$ cat config.mk
export PLATFORM = sky130hd
export DESIGN_NAME = regfile_write_arbiter_flat
export DESIGN_NICKNAME = d
export VERILOG_FILES = /design/src/rtl/regfile_write_arbiter_if.sv /design/src/rtl/regfile_write_arbiter.sv /design/src/flat_wrapper.sv
export SDC_FILE = /design/constraint.sdc
export NUM_CORES = 1
export LEC_CHECK = 0
export ABC_AREA = 0
export BUFFER_PORTS_ARGS = -buffer_cell sky130_fd_sc_hd__buf_2
export CORE_UTILIZATION = 50
export DETAILED_ROUTE_END_ITERATION = 16
export PLACE_DENSITY_LB_ADDON = 0.05
export SYNTH_ARGS = -nofsm -noshare
export SYNTH_HDL_FRONTEND = slang
export SYNTH_HIERARCHICAL = 1
export SYNTH_SLANG_ARGS = --single-unit
$ cat constraint.sdc
create_clock -name CLK -period 2 [get_ports CLK]
set_clock_uncertainty 0.1 [all_clocks]
set_input_delay 0.4 -clock CLK [delete_from_list [all_inputs] [get_ports CLK]]
set_output_delay 0.4 -clock CLK [all_outputs]
set_load 0.02 [all_outputs]
$ cat src/rtl/regfile_write_arbiter_if.sv
// Writeback bus between the ALU/load sources, the write arbiter and the register file port.
interface regfile_write_arbiter_if #(
    parameter int DATA_W = 8,
    parameter int ADDR_W = 3
);
    logic                    A_VALID;
    logic [ADDR_W-1:0]       A_REG;
    logic [DATA_W-1:0]       A_DATA;
    logic                    A_READY;
    logic                    M_VALID;
    logic [ADDR_W-1:0]       M_REG;
    logic [DATA_W-1:0]       M_DATA;
    logic                    M_READY;
    logic                    BUSYWAIT;
    logic                    WRITEENABLE;
    logic [ADDR_W-1:0]       WRITEREG;
    logic [DATA_W-1:0]       WRITEDATA;
    logic [(1<<ADDR_W)-1:0]  PENDING;

    modport master (
        output A_VALID, A_REG, A_DATA, M_VALID, M_REG, M_DATA, BUSYWAIT,
        input  A_READY, M_READY, WRITEENABLE, WRITEREG, WRITEDATA, PENDING
    );

    modport slave (
        input  A_VALID, A_REG, A_DATA, M_VALID, M_REG, M_DATA, BUSYWAIT,
        output A_READY, M_READY, WRITEENABLE, WRITEREG, WRITEDATA, PENDING
    );
endinterface

$ cat src/rtl/regfile_write_arbiter.sv
// Round-robin arbitration of ALU and load writebacks onto the single register-file write port.
module regfile_write_arbiter_fifo #(
    parameter int DATA_W = 8,
    parameter int ADDR_W = 3,
    parameter int DEPTH  = 2
) (
    input  logic                    CLK,
    input  logic                    RESET,
    input  logic                    push,
    input  logic [ADDR_W-1:0]       push_reg,
    input  logic [DATA_W-1:0]       push_data,
    input  logic                    pop,
    output logic                    empty,
    output logic                    full,
    output logic [ADDR_W-1:0]       head_reg,
    output logic [DATA_W-1:0]       head_data,
    output logic [(1<<ADDR_W)-1:0]  pend
);
    localparam int PTR_W = $clog2(DEPTH);
    localparam int CNT_W = PTR_W + 1;

    logic [ADDR_W-1:0] reg_mem  [DEPTH];
    logic [DATA_W-1:0] data_mem [DEPTH];
    logic [PTR_W-1:0]  wr_ptr;
    logic [PTR_W-1:0]  rd_ptr;
    logic [CNT_W-1:0]  count;
    logic [PTR_W-1:0]  pend_idx;

    always_ff @(posedge CLK) begin
        if (push) begin
            reg_mem[wr_ptr]  <= push_reg;
            data_mem[wr_ptr] <= push_data;
        end
    end

    always_ff @(posedge CLK or negedge RESET) begin
        if (!RESET) begin
            wr_ptr <= '0;
            rd_ptr <= '0;
            count  <= '0;
        end else begin
            if (push) wr_ptr <= wr_ptr + PTR_W'(1);
            if (pop)  rd_ptr <= rd_ptr + PTR_W'(1);
            case ({push, pop})
                2'b10:   count <= count + CNT_W'(1);
                2'b01:   count <= count - CNT_W'(1);
                default: count <= count;
            endcase
        end
    end

    assign empty     = (count == '0);
    assign full      = (count == CNT_W'(DEPTH));
    assign head_reg  = reg_mem[rd_ptr];
    assign head_data = data_mem[rd_ptr];

    // Only slots between rd_ptr and rd_ptr+count hold live entries.
    always_comb begin
        pend     = '0;
        pend_idx = '0;
        for (int i = 0; i < DEPTH; i++) begin
            pend_idx = rd_ptr + PTR_W'(i);
            if (CNT_W'(i) < count) pend[reg_mem[pend_idx]] = 1'b1;
        end
    end
endmodule

// state    | meaning
// SRC_ALU  | last pop came from the ALU FIFO; MEM wins a tie
// SRC_MEM  | last pop came from the load FIFO (reset); ALU wins a tie
module regfile_write_arbiter #(
    parameter int DATA_W = 8,
    parameter int ADDR_W = 3,
    parameter int DEPTH  = 2
) (
    input  logic                   CLK,
    input  logic                   RESET,
    regfile_write_arbiter_if.slave bus
);
    localparam int PEND_W = 1 << ADDR_W;

    typedef enum logic {SRC_ALU = 1'b0, SRC_MEM = 1'b1} src_t;

    src_t               last_q;
    src_t               last_d;
    logic               rdy_en_q;
    logic               a_empty, a_full, m_empty, m_full;
    logic               a_push, m_push;
    logic               pop_a, pop_m;
    logic               consume, can_load;
    logic [ADDR_W-1:0]  a_head_reg, m_head_reg;
    logic [DATA_W-1:0]  a_head_data, m_head_data;
    logic [PEND_W-1:0]  a_pend, m_pend, stage_pend;
    logic               we_q;
    logic [ADDR_W-1:0]  wreg_q;
    logic [DATA_W-1:0]  wdata_q;

    // READY stays low through reset and rises on the first edge after release.
    always_ff @(posedge CLK or negedge RESET) begin
        if (!RESET) rdy_en_q <= 1'b0;
        else        rdy_en_q <= 1'b1;
    end

    assign bus.A_READY = rdy_en_q && !a_full;
    assign bus.M_READY = rdy_en_q && !m_full;
    assign a_push      = bus.A_VALID && bus.A_READY;
    assign m_push      = bus.M_VALID && bus.M_READY;

    regfile_write_arbiter_fifo #(.DATA_W(DATA_W), .ADDR_W(ADDR_W), .DEPTH(DEPTH)) u_alu_fifo (
        .CLK       (CLK),
        .RESET     (RESET),
        .push      (a_push),
        .push_reg  (bus.A_REG),
        .push_data (bus.A_DATA),
        .pop       (pop_a),
        .empty     (a_empty),
        .full      (a_full),
        .head_reg  (a_head_reg),
        .head_data (a_head_data),
        .pend      (a_pend)
    );

    regfile_write_arbiter_fifo #(.DATA_W(DATA_W), .ADDR_W(ADDR_W), .DEPTH(DEPTH)) u_mem_fifo (
        .CLK       (CLK),
        .RESET     (RESET),
        .push      (m_push),
        .push_reg  (bus.M_REG),
        .push_data (bus.M_DATA),
        .pop       (pop_m),
        .empty     (m_empty),
        .full      (m_full),
        .head_reg  (m_head_reg),
        .head_data (m_head_data),
        .pend      (m_pend)
    );

    always_ff @(posedge CLK or negedge RESET) begin
        if (!RESET) last_q <= SRC_MEM;
        else        last_q <= last_d;
    end

    always_comb begin
        last_d = last_q;
        if (pop_a)      last_d = SRC_ALU;
        else if (pop_m) last_d = SRC_MEM;
    end

    always_comb begin
        consume  = we_q && !bus.BUSYWAIT;
        can_load = !we_q || consume;
        pop_a    = 1'b0;
        pop_m    = 1'b0;
        if (can_load) begin
            if (!a_empty && (m_empty || last_q == SRC_MEM)) pop_a = 1'b1;
            else if (!m_empty)                              pop_m = 1'b1;
        end
    end

    // Address/data hold their last values when the stage drains empty.
    always_ff @(posedge CLK or negedge RESET) begin
        if (!RESET) begin
            we_q    <= 1'b0;
            wreg_q  <= '0;
            wdata_q <= '0;
        end else if (can_load) begin
            if (pop_a) begin
                we_q    <= 1'b1;
                wreg_q  <= a_head_reg;
                wdata_q <= a_head_data;
            end else if (pop_m) begin
                we_q    <= 1'b1;
                wreg_q  <= m_head_reg;
                wdata_q <= m_head_data;
            end else begin
                we_q    <= 1'b0;
            end
        end
    end

    always_comb begin
        stage_pend = '0;
        if (we_q) stage_pend[wreg_q] = 1'b1;
    end

    assign bus.WRITEENABLE = we_q;
    assign bus.WRITEREG    = wreg_q;
    assign bus.WRITEDATA   = wdata_q;
    assign bus.PENDING     = a_pend | m_pend | stage_pend;
endmodule

$ cat src/flat_wrapper.sv
// flat-port wrapper written by rule: the top's interface ports become plain ports
module regfile_write_arbiter_flat 
#(
    parameter int DATA_W = 8,
    parameter int ADDR_W = 3,
    parameter int DEPTH  = 2
)
  (CLK, RESET, bus_A_VALID, bus_A_REG, bus_A_DATA, bus_M_VALID, bus_M_REG, bus_M_DATA, bus_BUSYWAIT, bus_A_READY, bus_M_READY, bus_WRITEENABLE, bus_WRITEREG, bus_WRITEDATA, bus_PENDING);
  regfile_write_arbiter_if #(.DATA_W(DATA_W), .ADDR_W(ADDR_W)) bus_i ();
  input  logic CLK;
  input  logic RESET;
  input wire logic [$bits(bus_i.A_VALID)-1:0] bus_A_VALID;
  input wire logic [$bits(bus_i.A_REG)-1:0] bus_A_REG;
  input wire logic [$bits(bus_i.A_DATA)-1:0] bus_A_DATA;
  input wire logic [$bits(bus_i.M_VALID)-1:0] bus_M_VALID;
  input wire logic [$bits(bus_i.M_REG)-1:0] bus_M_REG;
  input wire logic [$bits(bus_i.M_DATA)-1:0] bus_M_DATA;
  input wire logic [$bits(bus_i.BUSYWAIT)-1:0] bus_BUSYWAIT;
  output wire logic [$bits(bus_i.A_READY)-1:0] bus_A_READY;
  output wire logic [$bits(bus_i.M_READY)-1:0] bus_M_READY;
  output wire logic [$bits(bus_i.WRITEENABLE)-1:0] bus_WRITEENABLE;
  output wire logic [$bits(bus_i.WRITEREG)-1:0] bus_WRITEREG;
  output wire logic [$bits(bus_i.WRITEDATA)-1:0] bus_WRITEDATA;
  output wire logic [$bits(bus_i.PENDING)-1:0] bus_PENDING;
  assign bus_i.A_VALID = bus_A_VALID;
  assign bus_i.A_REG = bus_A_REG;
  assign bus_i.A_DATA = bus_A_DATA;
  assign bus_i.M_VALID = bus_M_VALID;
  assign bus_i.M_REG = bus_M_REG;
  assign bus_i.M_DATA = bus_M_DATA;
  assign bus_i.BUSYWAIT = bus_BUSYWAIT;
  assign bus_A_READY = bus_i.A_READY;
  assign bus_M_READY = bus_i.M_READY;
  assign bus_WRITEENABLE = bus_i.WRITEENABLE;
  assign bus_WRITEREG = bus_i.WRITEREG;
  assign bus_WRITEDATA = bus_i.WRITEDATA;
  assign bus_PENDING = bus_i.PENDING;
  regfile_write_arbiter #(.DATA_W(DATA_W), .ADDR_W(ADDR_W), .DEPTH(DEPTH)) u_core (.CLK(CLK), .RESET(RESET), .bus(bus_i));
endmodule
[Word level (Yosys, flattened, before mapping)]
Memory sizes are Yosys's and may differ from the RTL's.
Cells that the tools add are included.
Widths: inputs -> output; s select.
Word-level totals
  register bits after elaboration: 22
  word-level logic and storage cells: 105
  memories: 4
  bits of input ports: 27
  memory bits (writable): 44
Operators by class
  mux-type cells: 34
  $lt $le $gt $ge: 14
  equal/unequal tests: 6
  add/sub/neg operators: 8
  reductions and logical operators: 24
  bitwise gates (word level): 4
Memories
  u_core.u_alu_fifo.data_mem: depth 2, bits a word 8, read ports 1, clocked after memory_dff 0, wr ports 1, line regfile_write_arbiter.sv:23  | logic [DATA_W-1:0] data_mem [DEPTH];
  u_core.u_mem_fifo.data_mem: depth 2, bits a word 8, read ports 1, clocked after memory_dff 0, wr ports 1, line regfile_write_arbiter.sv:23
  u_core.u_alu_fifo.reg_mem: depth 2, bits a word 3, read ports 2, clocked after memory_dff 0, wr ports 1, line regfile_write_arbiter.sv:22  | logic [ADDR_W-1:0] reg_mem [DEPTH];
  u_core.u_mem_fifo.reg_mem: depth 2, bits a word 3, read ports 2, clocked after memory_dff 0, wr ports 1, line regfile_write_arbiter.sv:22
Operator list (number)
  $mux 8: 7
  $or 8x8->8: 4
  $lt 3x4->1 const B: 5
  $mux 1: 18
  $demux 1 s3: 5
  $ge 3x1->1 const B: 5
  $logic_and 1x1->1: 11
  $eq 2x2->1 const B: 4
  $lt 1x2->1 const A: 4
  $pmux 2 s2: 2
  $mux 3: 2
  $reduce_bool 2->1: 3
  $logic_not 1->1: 5
  $add 1x1->1 const B: 4
  $add 2x1->2 const B: 2
  $eq 2x1->1 const B: 2
  $logic_not 2->1: 2
  $sub 2x1->2 const B: 2
  $logic_or 1x1->1: 2
  $reduce_and 2->1: 1

[Logic depth before layout (Yosys ltp)]
Gate-level depths: netlist of run 1.
An unclocked memory read counts as a cell.
  depth after elaboration: 10
  depth in mapped cells: 9
  depth with buffers taken out: 8

[Modules after synthesis]
The synthesis of run 1 kept the hierarchy.
By module, submodules not included
  regfile_write_arbiter_fifo (u_core.u_mem_fifo): cells each 85, area an instance 1203.7 sq um, instances 1, seq. area each 760.7 sq um
  regfile_write_arbiter_fifo (u_core.u_alu_fifo): cells each 85, area an instance 1194.9 sq um, instances 1, seq. area each 760.7 sq um
  regfile_write_arbiter: cells each 72, area an instance 814.5 sq um, instances 1, seq. area each 351.6 sq um

[Worst setup path before layout of run 1]
No wires, ideal clock.
  path type: reg2reg
  start point: register u_core.u_alu_fifo.count[0]
  end point: memory u_core.u_alu_fifo.data_mem[0][0] (enable)
  stages on the path, launching flop included: 7
  slack: -208 ps
  clock period less this slack: 2208 ps
  buffers on the path: 0
  arrival: 1729 ps
  cell sequence: dfrtp_1 > inv_1 > ha_1 > nor2b_1 > and2_1 > inv_1 > nor2_1
Between the ends
  cells in the longest elaborated chain, start to end: 6
RTL lines
  start, declared: line regfile_write_arbiter.sv:26  | logic [CNT_W-1:0] count;
  start signal, assigned: line regfile_write_arbiter.sv:45  | 2'b10: count <= count + CNT_W'(1);
  start signal, assigned: line regfile_write_arbiter.sv:46  | 2'b01: count <= count - CNT_W'(1);
  start signal, assigned: line regfile_write_arbiter.sv:47  | default: count <= count;
  $eq 2x2->1: line regfile_write_arbiter.sv:53  | assign full = (count == CNT_W'(DEPTH));
  via u_core.a_full: line regfile_write_arbiter.sv:87  | logic a_empty, a_full, m_empty, m_full;
  $logic_not 1->1: line regfile_write_arbiter.sv:104  | assign bus.A_READY = rdy_en_q && !a_full;
  $logic_and 1x1->1: line regfile_write_arbiter.sv:104
  via bus_A_READY: line flat_wrapper.sv:19  | output wire logic [$bits(bus_i.A_READY)-1:0] bus_A_READY;
  $logic_and 1x1->1: line regfile_write_arbiter.sv:106  | assign a_push = bus.A_VALID && bus.A_READY;
  via u_core.a_push: line regfile_write_arbiter.sv:88  | logic a_push, m_push;
  $mux 1: line regfile_write_arbiter.sv:30  | if (push) begin
  $mux 1 (implied by the code): line regfile_write_arbiter.sv:32  | data_mem[wr_ptr] <= push_data;
  end, declared: line regfile_write_arbiter.sv:23
The timed path passes the listed nets, and every way through them passes these cells.

[Final worst setup path of run 1]
  start point: register u_core.u_mem_fifo.count[1]
  end point: output port bus_PENDING[5]
Between the ends
  cells in the longest elaborated chain, start to end: 6
  elaborated cells between the ends (all ways): 7
RTL lines
  start, declared: line regfile_write_arbiter.sv:26
  start signal, assigned: line regfile_write_arbiter.sv:45
  start signal, assigned: line regfile_write_arbiter.sv:46
  start signal, assigned: line regfile_write_arbiter.sv:47
  $lt 1x2->1: line regfile_write_arbiter.sv:63  | if (CNT_W'(i) < count) pend[reg_mem[pend_idx]] = 1'b1;
  $mux 8: line regfile_write_arbiter.sv:63
  $or 8x8->8 (no source line)
  $mux 8 *: line regfile_write_arbiter.sv:63
  via u_core.m_pend[5]: line regfile_write_arbiter.sv:93  | logic [PEND_W-1:0] a_pend, m_pend, stage_pend;
  $or 8x8->8 * (2 in series): line regfile_write_arbiter.sv:188  | assign bus.PENDING = a_pend | m_pend | stage_pend;
  end, declared: line flat_wrapper.sv:24  | output wire logic [$bits(bus_i.PENDING)-1:0] bus_PENDING;
The timed path passes the listed nets; every way through them passes the cells marked *.

==> results of run 1 <==
==> worst max-delay path, cell delays in order, from the launching register on <==
cell	delay (ns)
dfrtp_1	0.39
clkinvlp_4	0.12
ha_2	0.18
or3_4	0.40
o22ai_2	0.14
nor2_1	0.06
o21ai_0	0.06
buf_2	0.18
==> layer usage <==
| metal | up-vias | routed length [um] | track usage, % | share of wire (%) |
|---|---|---|---|---|
| met3 | 6 | 261 | 5.824 | 4.3 |
| met2 | 40 | 3211 | 34.88 | 53 |
| li1 | 1040 | - | - | - |
| met5 | - | 0 | 0 | 0 |
| met4 | 0 | 57 | 6.316 | 0.94 |
| met1 | 1026 | 2558 | 21.70 | 42 |
==> what timing repair did <==
action | in CTS | in global routing
buffers inserted | 1 | 1
hold buffers | 1 | 0
hold endpoints to repair | 21 | 0
gates cloned | 0 | 0
pin swaps | 9 | 2
setup endpoints to repair | 16 | 22
resized for setup | 29 | 2
==> per-stage QoR <==
step,setup TNS [ns],hold slack [ns]
after global placement,-0.1195,0.3036
after global routing,-4.193,0.1357
after detailed placement,-0.4209,0.3088
after floorplan,0,0.004409
after CTS,-2.539,0.1385
final,-2.478,0.1565
==> synth_stat cells <==
master	count	area (um^2)
mux2_2	23	259.0
edfxtp_1	44	1321
conb_1	1	3.750
a21oi_2	1	8.760
nand3b_1	2	15.01
nor3_1	2	10.01
xnor2_1	4	35.03
nand2b_1	4	25.02
buf_6	4	45.04
o31ai_1	2	15.01
nand2_1	15	56.30
nand3_1	1	5.000
clkinvlp_2	1	5.000
xor2_1	4	35.03
nor2b_1	2	12.51
or2_1	2	12.51
inv_1	13	48.80
inv_2	3	11.26
a211o_2	1	10.01
mux2_4	3	45.04
a31oi_1	2	12.51
dfstp_2	1	26.28
o21a_1	2	15.01
a32oi_1	2	17.52
o22ai_1	16	100.1
o32a_1	2	20.02
a21oi_1	2	10.01
nor2_1	15	56.30
or3_4	2	22.52
mux2i_2	2	27.53
and3b_1	2	17.52
ha_1	8	100.1
mux2i_1	6	60.06
mux2_1	12	135.1
and2_1	4	25.02
o21ai_0	8	40.04
buf_4	2	15.01
dfrtp_1	21	525.5
or2b_1	1	7.510
==> logic make-up (layout without fill, tap and decap cells) <==
logic type / Yosys count / count (layout) / share of synthesized area (%)
AO/OA/AOI/OAI: 38 / 38 / 7.749
buffers and inverters: 23 / 104 / 3.894
multiplexers: 46 / 46 / 16.39
AND/OR/NAND/NOR: 52 / 52 / 8.255
XOR/XNOR: 8 / 8 / 2.180
flip-flops: 66 / 66 / 58.29
adder cells (fa/ha/maj): 8 / 8 / 3.115
other: 1 / 1 / 0.1167
==> cell type report <==
class | instances | share of cell area, %
Tap cell | 75 | 2.353
Clock inverter | 4 | 0.4707
Inverter | 17 | 1.694
Sequential cell | 66 | 47.03
Clock buffer | 12 | 3.640
Timing Repair Buffer | 71 | 11.39
Multi-Input combinational cell | 153 | 33.42
==> power by group through the flow <==
stage	sequential [mW]	combinational (mW)	clock, mW
3_5_place_dp	2.11	2.84	0
2_1_floorplan	2.19	1.92	0
6_report	2.10	3.07	0.924
4_1_cts	2.10	3.05	0.954
5_1_grt	2.15	3.34	0.996
3_3_place_gp	2.10	2.78	0
==> how the worst max path moves through the flow <==
stage                                                 startpoint             end  slack (ns)  cells past startpoint
after floorplan           u_core/u_mem_fifo/count[1]$_DFFE_PN0P_  bus_PENDING[5]        0.01                      6
after global placement    u_core/u_mem_fifo/count[1]$_DFFE_PN0P_  bus_PENDING[1]       -0.03                      7
after detailed placement  u_core/u_mem_fifo/count[1]$_DFFE_PN0P_  bus_PENDING[1]       -0.08                      7
after CTS                 u_core/u_mem_fifo/count[1]$_DFFE_PN0P_  bus_PENDING[1]       -0.36                      7
after global routing      u_core/u_mem_fifo/count[1]$_DFFE_PN0P_  bus_PENDING[7]       -0.44                      7
final                     u_core/u_mem_fifo/count[1]$_DFFE_PN0P_  bus_PENDING[5]       -0.35                      7
==> registers in the layout, summed over array words and instances (netlist names) <==
signal / count
u_core/bus.WRITEENABLE: 1
u_core/last_q: 1
u_core/u_mem_fifo/rd_ptr: 1
u_core/u_alu_fifo/data_mem: 16
u_core/bus.WRITEDATA: 8
u_core/u_mem_fifo/wr_ptr: 1
u_core/u_mem_fifo/count: 2
u_core/rdy_en_q: 1
u_core/u_alu_fifo/reg_mem: 6
u_core/u_alu_fifo/wr_ptr: 1
u_core/bus.WRITEREG: 3
u_core/u_alu_fifo/count: 2
u_core/u_mem_fifo/data_mem: 16
u_core/u_mem_fifo/reg_mem: 6
u_core/u_alu_fifo/rd_ptr: 1
==> flow_metrics.py, run 1 <==
metrics = {
    "run_status": {
        "status": "finished, violations left",
        "failed_checks": "negative setup slack",
    },
    "routing": {
        "via_per_inst": 5.307,
        "ant_nets": 0,
        "wl_per_cell_um": 15.30,
        "wl_um": 6088,
        "drc_errors": 0,
        "dr.pass1.iters": 4,
        "drt_iter0_drc": 48,
        "vias": 2112,
    },
    "synth": {
        "syn_nets": 277,
        "ys_types": 39,
        "mappedNetlistArea_um2": 3213,
        "seq_area_frac_synth_pct": 58.29,
        "ys_seq_elements": 66,
        "syn_inst": 242,
        "avgSynthCellArea_um2": 13.28,
        "ys_warn_count": 6,
    },
    "worst_setup_path": {
        "reg2reg_depth": 9,
        "r2r_end": "u_core/u_mem_fifo/count[1]$_DFFE_PN0P_",
        "rr_startpoint": "u_core/u_mem_fifo/count[1]$_DFFE_PN0P_",
        "r2r_slack_ns": 0.02,
        "end_kind": "output pin",
        "start_kind": "register",
        "cp_max_fo": 4,
        "path_class": "reg2out",
        "arrival_ns": 1.85,
        "cp_data_required_time_ns": 1.50,
    },
    "floorplan": {
        "ios": 49,
        "start_util_pct": 53.01,
        "die_w_um": 82.17,
        "rows": 28,
        "dieArea_um2": 6751,
        "die_h_um": 82.17,
        "core-area_um2": 6061,
    },
    "sta": {
        "max_slew.worst_pin.slew_ns": 0.5130,
        "rsz0062_at_grt": "true",
        "hold_violations": 0,
        "setup_ws_ns": -0.3516,
        "slew_violations": 0,
        "slew_headroom_pct": 65.80,
        "max_freq_mhz": 425.2,
        "finalCritPeriodShare_pct": 117.6,
        "finalSetupViolCount": 8,
        "fin_crit_ns": 2.352,
    },
    "job": {
        "maxCapViolations": 0,
    },
    "placed_design": {
        "gp_congestion": 0.7075,
        "numPortBuffers": 48,
        "place_ws_ns": -0.07692,
        "post-dp-hpwl_um": 4417,
        "placed_area_um2": 3677,
        "dp_cells": 379,
    },
    "pwr": {
        "p_total_mw": 6.098,
        "pwr-share-clk_pct": 15.1,
        "p_sw_mw": 2.285,
        "power_density_nw_per_um2": 1529,
        "p_int_mw": 3.813,
        "pwr-share-seq_pct": 34.5,
        "max-vdd-ir-drop_v": 0.001081,
        "p_leak_nw": 1.616,
        "p_comb_share_pct": 50.4,
        "p_sw_share_pct": 37.47,
    },
    "cts": {
        "cts-buffers-inserted": 9,
        "cts_tree": "done",
        "path_clk_slew_ns": 0.07,
        "clockBufferDepth": 2,
        "clock_latency_ns": 0.33,
        "cts.sinks": 66,
        "htreeDepth": 3,
        "cts_root_buffer": "clkbuf_8",
    },
    "final_layout": {
        "final_cell_mix": "buf_2, edfxtp_1, buf_4, mux2_2, dfrtp_1",
        "fillers": 478,
        "final_area_um2": 3988,
        "final_nets": 353,
        "multi_input_area_um2": 1333,
        "drive_gt1_share_pct": 44.27,
        "final_util_pct": 65.79,
        "antenna_cells": 0,
        "area_growth_pct": 24.10,
        "fin_cells": 398,
        "regArea_um2": 1876,
    },
    "hold_path": {
        "hold_path_end": "u_core/u_alu_fifo/reg_mem[0][0]$_DFFE_PP_",
        "hp-start": "bus_A_REG[0]",
        "hp-class": "in2reg",
        "min_path_cells": 1,
    },
    "grt": {
        "grt_max_degree": 23,
        "overflow": 0,
        "grt_usage_pct": 19.33,
        "antenna_found_initial": 0,
        "grt_pass1_wl_um": 9197,
        "first_global_vias": 2020,
    },
}
Power figures use the tool's default switching activity.
==> run 2, diff against run 1 <==
--- a/config.mk
+++ b/config.mk
@@ -11,2 +11,3 @@
 export DETAILED_ROUTE_END_ITERATION = 16
+export GPL_TIMING_DRIVEN = 0
 export PLACE_DENSITY_LB_ADDON = 0.05
==> constraint.sdc (replaced) <==
create_clock -name CLK -period 2 [get_ports CLK]
set_clock_uncertainty 0.1 [all_clocks]
set_input_delay 0.1 -clock CLK [delete_from_list [all_inputs] [get_ports CLK]]
set_output_delay 0.1 -clock CLK [all_outputs]
set_load 0.02 [all_outputs]
==> run 2 against run 1 <==
The run still ends with negative setup slack left; via count rose by 7.2%; clock-buffer cell count did not move; combinational power rose by 9.4%; sequential power barely moved; total power rose by 3.9%; die area did not move; worst setup slack improved by 0.26 ns; non-clock buffer count rose by 23; global-route usage rose by 1.8 points; sequential share of layout area fell by 3.4 points; register-to-register slack got worse by 0.07 ns; highest routed layer unchanged.
==> flow_metrics.py, run 2 (synthesis gave the netlist of run 1 again) <==
metrics = {
    "routing": {
        "vias": 2264,
        "drc_errors": 0,
        "dr.pass1.iters": 4,
        "via_per_inst": 5.378,
        "wl_per_cell_um": 15.61,
        "drt_iter0_drc": 78,
        "ant_nets": 0,
        "wl_um": 6571,
    },
    "grt": {
        "antenna_found_initial": 0,
        "grt_pass1_wl_um": 10030,
        "overflow": 0,
        "first_global_vias": 2216,
        "grt_usage_pct": 21.16,
        "grt_max_degree": 23,
    },
    "worst_setup_path": {
        "start_kind": "register",
        "cp_data_required_time_ns": 1.80,
        "cp_max_fo": 4,
        "end_kind": "output pin",
        "path_class": "reg2out",
        "arrival_ns": 1.90,
    },
    "floorplan": {
        "ios": 49,
        "rows": 28,
        "die_h_um": 82.17,
        "start_util_pct": 53.01,
        "die_w_um": 82.17,
        "core-area_um2": 6061,
        "dieArea_um2": 6751,
    },
    "final_layout": {
        "final_common_cell": "buf_2",
        "drive_gt1_share_pct": 43.35,
        "fillers": 458,
        "area_growth_pct": 33.72,
        "final_area_um2": 4297,
        "final_util_pct": 70.89,
        "final_cell_mix": "buf_2, edfxtp_1, dlygate4sd3_1",
        "antenna_cells": 0,
        "final_nets": 376,
    },
    "sta": {
        "max_freq_mhz": 477.1,
        "rsz0062_at_grt": "true",
        "hold_violations": 0,
        "setup_ws_ns": -0.09590,
        "max_slew.worst_pin.slew_ns": 0.5168,
        "slew_headroom_pct": 65.55,
        "slew_violations": 0,
        "finalSetupViolCount": 9,
        "fin_crit_ns": 2.096,
        "finalCritPeriodShare_pct": 104.8,
    },
    "cts": {
        "clockBufferDepth": 2,
        "cts_root_buffer": "clkbuf_8",
        "htreeDepth": 3,
        "path_clk_slew_ns": 0.07,
        "cts_tree": "done",
        "cts-buffers-inserted": 9,
        "clock_latency_ns": 0.33,
        "cts.sinks": 66,
    },
    "placed_design": {
        "post-dp-hpwl_um": 4378,
        "placed_area_um2": 3562,
        "numPortBuffers": 48,
        "gp_congestion": 0.7778,
    },
    "pwr": {
        "power_density_nw_per_um2": 1474,
        "max-vdd-ir-drop_v": 0.0009964,
        "p_leak_nw": 1.720,
    },
    "run_status": {
        "status": "finished, violations left",
        "failed_checks": "negative setup slack",
    },
    "hold_path": {
        "hp-class": "in2reg",
    },
    "job": {
        "maxCapViolations": 0,
    },
}
run 2: worst paths after layout:
path                                                             start                                      to  slack, ns  cells past startpoint
max in group asynchronous                                        RESET    u_core/u_mem_fifo/rd_ptr$_DFFE_PN0P_       1.24                      2
worst min-delay path                                       bus_A_VALID    u_core/u_alu_fifo/wr_ptr$_DFFE_PN0P_       0.02                      3
min in group asynchronous                                        RESET     u_core/bus.WRITEDATA[3]$_DFFE_PN0P_       0.19                      2
worst max register to register  u_core/u_mem_fifo/count[0]$_DFFE_PN0P_  u_core/u_alu_fifo/count[1]$_DFFE_PN0P_      -0.05                      9
worst max-delay path            u_core/u_mem_fifo/count[1]$_DFFE_PN0P_                          bus_PENDING[1]       -0.1                      7
worst min register to register  u_core/u_alu_fifo/count[0]$_DFFE_PN0P_  u_core/u_alu_fifo/count[0]$_DFFE_PN0P_       0.40                      1
run 2: layer usage:
| metal | up-vias | track usage (%) | wire length [um] |
|---|---|---|---|
| met3 | 11 | 4.945 | 273 |
| met2 | 63 | 37.60 | 3443 |
| met4 | 0 | 8.947 | 115 |
| met1 | 1108 | 24.37 | 2737 |
| met5 | - | 0 | 0 |
| li1 | 1082 | - | - |
run 2: area by class of cell:
| type | instances | area [um^2] | share of cell area, % |
|---|---|---|---|
| clock buffers | 12 | 135.1 | 3.145 |
| multi-input cells | 153 | 1414 | 32.91 |
| repair buffers | 88 | 623.1 | 14.50 |
| flip-flops and latches | 66 | 1874 | 43.62 |
| clock inverters | 4 | 21.27 | 0.4950 |
| plain buffers | 6 | 67.56 | 1.573 |
| well taps | 75 | 93.84 | 2.184 |
| inverters | 17 | 67.56 | 1.573 |
run 2: stage by stage:
| step | hold slack, ns | setup slack, ns | TNS (ns) | cells | power [mW] |
|---|---|---|---|---|---|
| final | 0.02429 | -0.09590 | -0.4838 | 421 | 6.334 |
| after global routing | 0.03267 | -0.1712 | -1.592 | 421 | 6.728 |
| after CTS | 0.01157 | -0.09693 | -0.4891 | 416 | 6.187 |
| after detailed placement | 0.006190 | -0.1398 | -1.424 | 365 | 4.837 |
| after global placement | 0.01263 | -0.1050 | -0.9059 | 365 | 4.754 |
| after floorplan | -0.2956 | 0.02437 | 0 | 242 | 4.115 |
run 2: where the power goes:
part           internal (mW)  switching [mW]
clock network          0.442           0.458
logic                   1.63            1.72
registers               1.83           0.252
total                   3.90            2.43
run 2: timing repair:
item	4_1_cts	5_1_grt
hold endpoints to repair	68	0
hold buffers	25	0
setup buffers	9	5
setup endpoints to repair	42	28
cloned	1	0
pin swaps	10	4
resized for setup	39	11
run 2: critical path, cell delays in order (launching register included):
cell	delay [ns]
dfrtp_1	0.40
clkinvlp_4	0.13
ha_2	0.18
or3_4	0.41
o22ai_2	0.12
nor2_1	0.07
o31ai_1	0.06
buf_2	0.20
==> run 3, diff against run 2 <==
CORE_MARGIN = 8   (was not set)
==> run 3 against run 2 <==
The run still ends with negative setup slack left; largest power group unchanged; critical path depth is the same; cell count fell by 0.48%; combinational power about the same; sequential power about the same; utilization shrank 1.7 points; critical endpoint is now bus_PENDING[7]; clock-buffer cell count shrank 3; wire length increased by 6.3%.
==> flow_metrics.py, run 3 (synthesis gave the netlist of run 1 again) <==
metrics = {
    "run_status": {
        "status": "finished, violations left",
        "failed_checks": "negative setup slack",
    },
    "routing": {
        "dr.pass1.iters": 4,
        "drc_errors": 0,
        "wl_um": 6982,
        "drt_iter0_drc": 70,
        "via_per_inst": 5.317,
        "wl_per_cell_um": 16.66,
        "ant_nets": 0,
        "vias": 2228,
    },
    "placed_design": {
        "dp_cells": 367,
        "place_ws_ns": -0.1249,
        "gp_congestion": 0.8741,
        "numPortBuffers": 48,
        "post-dp-hpwl_um": 4618,
    },
    "floorplan": {
        "core-area_um2": 6277,
        "die_h_um": 96.17,
        "ios": 49,
        "start_util_pct": 51.19,
        "die_w_um": 96.17,
        "rows": 29,
        "dieArea_um2": 9248,
    },
    "sta": {
        "finalSetupViolCount": 8,
        "slew_headroom_pct": 64.54,
        "max_slew.worst_pin.slew_ns": 0.5320,
        "max_freq_mhz": 471.6,
        "setup_ws_ns": -0.1205,
        "finalCritPeriodShare_pct": 106.0,
        "fin_crit_ns": 2.121,
        "rsz0062_at_grt": "true",
        "slew_violations": 0,
        "hold_violations": 0,
    },
    "worst_setup_path": {
        "r2r_slack_ns": -0.08,
        "path_class": "reg2out",
        "end_kind": "output pin",
        "cp_data_required_time_ns": 1.80,
        "critPathBufInv": 2,
        "reg2reg_depth": 9,
        "path_cells": "clkinvlp_4, ha_2, or2_4, o22ai_2, nor2_1, o21ai_0, buf_2",
        "cp_max_fo": 5,
        "cp_slowest_cell": "dfrtp_1",
        "r2r_end": "u_core/u_alu_fifo/count[1]$_DFFE_PN0P_",
        "crit_family": "flip-flops",
        "cp-startpoint": "u_core/u_mem_fifo/count[1]$_DFFE_PN0P_",
        "critPathMaxStageDelay_ns": 0.41,
        "rr_startpoint": "u_core/u_mem_fifo/count[1]$_DFFE_PN0P_",
        "arrival_ns": 1.92,
        "start_kind": "register",
    },
    "final_layout": {
        "final_nets": 372,
        "area_growth_pct": 35.24,
        "final_cell_mix": "edfxtp_1, buf_2, dlygate4sd3_1",
        "fin_cells": 419,
        "drive_gt1_share_pct": 43.57,
        "antenna_cells": 0,
        "final_common_cell": "edfxtp_1",
    },
    "hold_path": {
        "hold_path_end": "u_core/u_mem_fifo/wr_ptr$_DFFE_PN0P_",
        "hp-class": "in2reg",
        "min_path_cells": 3,
        "hp-start": "bus_M_VALID",
    },
    "grt": {
        "grt_max_degree": 23,
        "grt_usage_pct": 15.79,
        "antenna_found_initial": 0,
        "busiest_layer": "met2",
        "met3_usage_pct": 4.446,
        "grtUsageMet1_pct": 17.65,
        "first_global_vias": 2311,
        "met2_usage_pct": 26.73,
        "overflow": 0,
        "grt_pass1_wl_um": 10670,
    },
    "pwr": {
        "p_leak_nw": 1.720,
        "p_total_mw": 6.511,
        "max-vdd-ir-drop_v": 0.001273,
        "power_density_nw_per_um2": 1498,
    },
    "cts": {
        "cts.sinks": 66,
        "clock_latency_ns": 0.33,
        "path_clk_slew_ns": 0.07,
        "htreeDepth": 3,
        "cts-buffers-inserted": 9,
        "clockBufferDepth": 2,
        "cts_root_buffer": "clkbuf_8",
        "cts_tree": "done",
    },
    "job": {
        "maxCapViolations": 0,
    },
}
## run 3: cell types whose count changed in the layout (fill, tap and decap cells not counted), moves of 2 or more
cell	change
clkbuf_1	-3
ha_2	-2
clkinv_1	+3
mux2i_1	-2
o22ai_2	+4
buf_2	-2
buf_4	-2
nand2_1	+3
nand2_2	-2
o22ai_1	-3
clkinv_2	-2
## run 3: metrics by stage
step | setup TNS (ns) | instance area, um^2 | hold slack (ns) | util [%]
6_report | -0.5993 | 4345 | 0.01868 | 69.22
3_5_place_dp | -1.111 | 3565 | 0.01911 | 56.79
2_1_floorplan | 0 | 3228 | -0.2956 | -
4_1_cts | -0.4761 | 4238 | 0.009008 | 67.51
5_1_grt | -1.977 | 4345 | 0.03343 | 69.22
3_3_place_gp | -1.054 | 3565 | 0.01480 | 56.79
## run 3: what timing repair did
action / 4_1_cts / 5_1_grt
cloned: 1 / 0
pin swaps: 9 / 8
resized for setup: 39 / 15
hold buffers: 24 / 0
hold endpoints to repair: 66 / 0
setup buffers: 7 / 4
endpoints found under the setup margin: 42 / 42
## run 3: worst max-delay path by stage
stage,to,slack (ns),cells after the start
final,bus_PENDING[7],-0.12,7
after global routing,bus_PENDING[7],-0.22,7
after CTS,bus_PENDING[7],-0.09,7
after detailed placement,u_core/u_mem_fifo/count[1]$_DFFE_PN0P_,-0.12,8
after global placement,u_core/u_mem_fifo/count[1]$_DFFE_PN0P_,-0.12,8
after floorplan,u_core/u_alu_fifo/data_mem[1][0]$_DFFE_PP_,0.02,5
## run 3: power breakdown
group | internal, mW | total [mW] | switching (mW)
combinational | 1.67 | 3.38 | 1.71
sequential | 1.83 | 2.09 | 0.268
clock | 0.558 | 1.04 | 0.480
## run 3: routing by layer
metal | vias up | wire [um]
met5 | - | 0
met4 | 0 | 106
met3 | 10 | 358
met2 | 57 | 3525
met1 | 1079 | 2991
li1 | 1082 | -
## run 3: layout make-up
cell class	instances	area, um^2
multi-input combinational	153	1448
fill	479	1932
timing repair buffer	84	611.8
clock inverter	7	60.06
inverter	17	67.56
buffer	6	63.81
tap	77	96.34
clock buffer	9	123.9
sequential	66	1874
## run 3: worst min-delay path: cells and delay by family
family	cells	cell delay (ns)
simple gates	1	0.16
xor+xnor	1	0.07
buf+inv	1	0.08
